[src/rtl/conn_box_cfg.sv]
// Connection box with a serially loaded, double-buffered routing configuration.
// The routing uses only the active copy, so a load in progress never reaches the outputs.
module conn_box_cfg #(
   parameter int W       = 4,
   parameter int S       = 5,
   parameter int REG_OUT = 1
) (
   input  logic         clk,
   input  logic         reset,
   input  logic         ble_lu_in,
   input  logic         ble_rd_in,
   input  logic [W-1:0] lu_in,
   input  logic [W-1:0] rd_in,
   input  logic [S-1:0] sb_in,
   output logic [W-1:0] lu_out,
   output logic [W-1:0] rd_out,
   output logic [S-1:0] sb_out,
   output logic [S-1:0] sb_oe,
   input  logic         cfg_en,
   input  logic         cfg_in,
   input  logic         cfg_commit,
   output logic         cfg_ready,
   output logic         cfg_err
);
   // state    | meaning
   // ST_EMPTY | shadow count is 0, nothing shifted since reset/commit
   // ST_SHIFT | partial load in progress
   // ST_FULL  | shadow holds CFG_BITS bits, waiting for commit
   localparam int CFG_BITS = 4*W + 3*S;
   localparam int CW       = $clog2(CFG_BITS + 1);

   typedef enum logic [1:0] {ST_EMPTY, ST_SHIFT, ST_FULL} state_t;

   state_t              state_q, state_d;
   logic [CW-1:0]       cnt_q, cnt_d;
   logic [CFG_BITS-1:0] shadow_q, shadow_d;
   logic [CFG_BITS-1:0] active_q, active_d;
   logic                err_q, err_d;

   always_ff @(posedge clk or negedge reset) begin
      if (!reset) begin
         state_q  <= ST_EMPTY;
         cnt_q    <= '0;
         shadow_q <= '0;
         active_q <= '0;
         err_q    <= 1'b0;
      end else begin
         state_q  <= state_d;
         cnt_q    <= cnt_d;
         shadow_q <= shadow_d;
         active_q <= active_d;
         err_q    <= err_d;
      end
   end

   always_comb begin
      state_d  = state_q;
      cnt_d    = cnt_q;
      shadow_d = shadow_q;
      active_d = active_q;
      err_d    = err_q;
      case (state_q)
         ST_EMPTY, ST_SHIFT: begin
            if (cfg_commit) err_d = 1'b1;
            if (cfg_en) begin
               shadow_d = {cfg_in, shadow_q[CFG_BITS-1:1]};
               cnt_d    = cnt_q + CW'(1);
               state_d  = (cnt_q == CW'(CFG_BITS - 1)) ? ST_FULL : ST_SHIFT;
            end
         end
         ST_FULL: begin
            // Commit has priority; a simultaneous shift bit is dropped and flagged.
            if (cfg_commit) begin
               active_d = shadow_q;
               cnt_d    = '0;
               state_d  = ST_EMPTY;
            end
            if (cfg_en) err_d = 1'b1;
         end
         default: state_d = ST_EMPTY;
      endcase
   end

   assign cfg_ready = (state_q == ST_FULL);
   assign cfg_err   = err_q;

   logic [W-1:0] lu_c, rd_c;
   logic [S-1:0] sb_c, oe_c;

   always_comb begin
      lu_c = '0;
      rd_c = '0;
      sb_c = '0;
      oe_c = '0;
      for (int t = 0; t < W; t++) begin
         case (active_q[2*t +: 2])
            2'b01:   lu_c[t] = lu_in[t];
            2'b10:   lu_c[t] = ble_lu_in;
            2'b11:   lu_c[t] = sb_in[t % S];
            default: lu_c[t] = 1'b0;
         endcase
         case (active_q[2*W + 2*t +: 2])
            2'b01:   rd_c[t] = rd_in[t];
            2'b10:   rd_c[t] = ble_rd_in;
            2'b11:   rd_c[t] = sb_in[t % S];
            default: rd_c[t] = 1'b0;
         endcase
      end
      for (int s = 0; s < S; s++) begin
         oe_c[s] = active_q[4*W + 3*s + 2];
         case (active_q[4*W + 3*s +: 2])
            2'b00:   sb_c[s] = ble_lu_in;
            2'b01:   sb_c[s] = ble_rd_in;
            2'b10:   sb_c[s] = lu_in[s % W];
            default: sb_c[s] = rd_in[s % W];
         endcase
         sb_c[s] = sb_c[s] & oe_c[s];
      end
   end

   generate
      if (REG_OUT != 0) begin : g_reg_out
         always_ff @(posedge clk or negedge reset) begin
            if (!reset) begin
               lu_out <= '0;
               rd_out <= '0;
               sb_out <= '0;
               sb_oe  <= '0;
            end else begin
               lu_out <= lu_c;
               rd_out <= rd_c;
               sb_out <= sb_c;
               sb_oe  <= oe_c;
            end
         end
      end else begin : g_comb_out
         assign lu_out = lu_c;
         assign rd_out = rd_c;
         assign sb_out = sb_c;
         assign sb_oe  = oe_c;
      end
   endgenerate
endmodule
[config.mk]
export PLATFORM = sky130hd
export DESIGN_NAME = conn_box_cfg
export DESIGN_NICKNAME = d
export VERILOG_FILES = /design/src/rtl/conn_box_cfg.sv
export SDC_FILE = /design/constraint.sdc
export NUM_CORES = 1
export LEC_CHECK = 0
export ABC_CLOCK_PERIOD_IN_PS = 1600
export CAP_MARGIN = 10
export CORE_ASPECT_RATIO = 0.8
export CORE_MARGIN = 2
export CORE_UTILIZATION = 58
export CTS_BUF_LIST = sky130_fd_sc_hd__clkbuf_8
export CTS_CLUSTER_DIAMETER = 60
export DETAILED_ROUTE_END_ITERATION = 8
export PLACE_DENSITY = 0.92
export SETUP_SLACK_MARGIN = 0.1
export SKIP_CTS_REPAIR_TIMING = 1
export SLEW_MARGIN = 20
export SYNTH_ARGS = -nofsm -noshare
export SYNTH_HDL_FRONTEND = slang
export SYNTH_SLANG_ARGS = --single-unit
[constraint.sdc]
create_clock -name clk -period 1.6 [get_ports clk]
set_input_delay 0.32 -clock clk [delete_from_list [all_inputs] [get_ports clk]]
set_output_delay 0.32 -clock clk [all_outputs]
set_load 0.05 [all_outputs]
==> flow_summary.toml <==
[outcome]
status = "complete, no violations"

[timing]
setup_tns_ns = 0
skew_ns = 0.00862
maxSlewHeadroom = 0.735
maxSlewViolCount = 0
timing.fmax_ghz = 0.691
worst_slew_pin_slew_ns = 0.398
hold_viol = 0
setup_viol = 0
fin_crit_ns = 1.45
rsz0062_at_grt = "false"
period_share = 0.904

[power]
vdd_drop_max_v = 0.000689
p_per_area_nw_per_um2 = 1090
p_leak_nw = 2.31
power.total_w = 0.00475

[placement]
io_buffers = 38
gp_congestion = 0.797
placed_area_um2 = 4130
dp.final_hpwl_um = 4760

[drt]
drt-pass1-iter-count = 4
drt_iter0_drc = 125
drt-total-wl_um = 7070
vias = 2298
post_drt_wl_per_cell_um = 16.3
drt-vias-per-instance = 5.29
drc = 0
drtAntennaViolNets = 0

[setup_path]
startpoint_type = "flop"
crit_type = "reg2out"
path_max_fanout = 4
crit_arrival_ns = 1.13
critical_path_required_ns = 1.28
endpoint_kind = "output port"
r2r_slack_ns = 0.22

[layout]
num_antenna_cells = 0
drive_above_1_share = 0.292
layout-area-overhead-vs-synth_pct = 21.5
final_cell_area_um2 = 4370
nNetsFinal = 370

[synthesis]
ys_seq_area_frac = 0.612
yosys_register_bits = 88
synth_warnings = 0
syn_nets = 314
syn_area_um2 = 3600
avgSynthCellArea_um2 = 12.3
syn_inst = 292
synthDistinctLibCells = 25

[floorplanning]
die_w_um = 92.1
die_h_um = 74.4
rows = 25
fp.coreArea_um2 = 5940
io_pins = 40
dieArea_um2 = 6850
start_util = 0.605

[clocking]
cts_root_buf = "clkbuf_8"
cts_sinks = 88
insertion_delay_ns = 0.36
clk_pin_slew_ns = 0.09
cts_tree = "done"
h-tree-depth = 3
cts_buffer_depth = 2
cts_buffers = 9

[global_routing]
grt_first_pass_wirelength_um = 11600
grt_max_degree = 34
first_global_vias = 2409
grt_remaining_overflow = 0
antenna_found_initial = 0
grt_util_all_layers = 0.228

[run]
max_cap_violations = 0

[worst_hold_path]
hp-class = "reg2reg"
==> power breakdown <==
group,internal [W],switching [W]
clock network,0.000882,0.000787
registers,0.00243,0.000194
logic,0.000204,0.000251
==> cells in the final DEF, fill, tap and decap left out, drive strengths merged, types with 2 or more instances in the layout <==
master         instances
and2                   5
buf                   38
bufinv                 2
clkbuf                 9
clkdlybuf4s50         17
dfrtp                 88
ha                     2
inv                    5
mux2                  39
mux2i                  2
mux4                   5
nand2                112
nand3                  2
nand3b                 2
nand4                  2
nor2                   2
o21ai                 10
==> metal layers <==
metal  vias up  track usage  share of wire
li1       1075            -              -
met1      1157        0.288           0.44
met2        51        0.388           0.49
met3        15       0.0729          0.042
met4         0       0.0680          0.023
met5         -            0              0
==> synth_stat cells <==
cell | count | share of area
nand2_1 | 112 | 0.12
xor2_1 | 1 | 0.0024
nand3_1 | 2 | 0.0028
ha_1 | 2 | 0.0070
buf_6 | 3 | 0.0094
nand2b_1 | 1 | 0.0017
mux2i_1 | 2 | 0.0056
nand4_1 | 2 | 0.0035
buf_2 | 8 | 0.011
a211oi_1 | 1 | 0.0021
dfrtp_1 | 88 | 0.61
a21oi_1 | 1 | 0.0014
mux4_2 | 5 | 0.031
a221o_1 | 1 | 0.0028
o21ai_0 | 10 | 0.014
nor2_1 | 2 | 0.0021
nand3b_1 | 1 | 0.0021
mux2_4 | 26 | 0.11
nor2b_1 | 1 | 0.0017
nand3b_4 | 1 | 0.0056
and2_1 | 5 | 0.0087
and4_1 | 1 | 0.0024
mux2_2 | 13 | 0.041
inv_1 | 2 | 0.0021
o31ai_1 | 1 | 0.0021
==> sequential cells by signal, indices dropped and copies added, names as in the netlist <==
register,cells
rd_out,4
cnt_q,5
lu_out,4
cfg_err,1
sb_out,5
state_q,2
active_q,31
sb_oe,5
shadow_q,31
==> cells by family (layout without fill, tap and decap cells) <==
kind of cell,after synthesis,in the layout,share of synthesized area
AOI/OAI and AO/OA,14,14,0.0223
DFF,88,88,0.612
muxes,46,46,0.186
adders and majority gates,2,2,0.00696
xor gates and xnor gates,1,1,0.00244
and+or+nand+nor,128,128,0.147
buffers and inverters,13,74,0.0226
==> through the flow <==
stage,setup slack (ns),hold WS (ns),utilization,std cells
after floorplan,0.290,0.0244,-,292
after global placement,-0.101,0.277,0.695,416
after detailed placement,-0.152,0.278,0.695,416
after CTS,-0.0768,-0.112,0.731,432
after global routing,0.114,0.432,0.735,434
final,0.153,0.419,0.735,434
==> area by class of cell <==
type	instances	area (um^2)
multi-input combinational	191	1320
fill	392	1570
sequential	88	2200
clock inverter	7	93.8
inverter	2	7.51
timing repair buffer	56	515
clock buffer	9	124
tap	81	101
==> worst paths after layout <==
check / startpoint / to / depth (start not counted)
setup / recovery: state_q[0] / cfg_ready / 2
hold / removal: active_q[24] / sb_oe[2] / 0
setup reg to reg: state_q[1] / shadow_q[17] / 5
hold reg to reg: active_q[24] / sb_oe[2] / 0
max in group asynchronous: reset / shadow_q[0] / 3
min in group asynchronous: reset / active_q[13] / 2
==> critical path: stages (launching register included) <==
cell and delay (ns):
dfrtp_2 0.45, nor2_4 0.17, buf_12 0.15
Note: power is estimated with default switching activity, not from simulation.
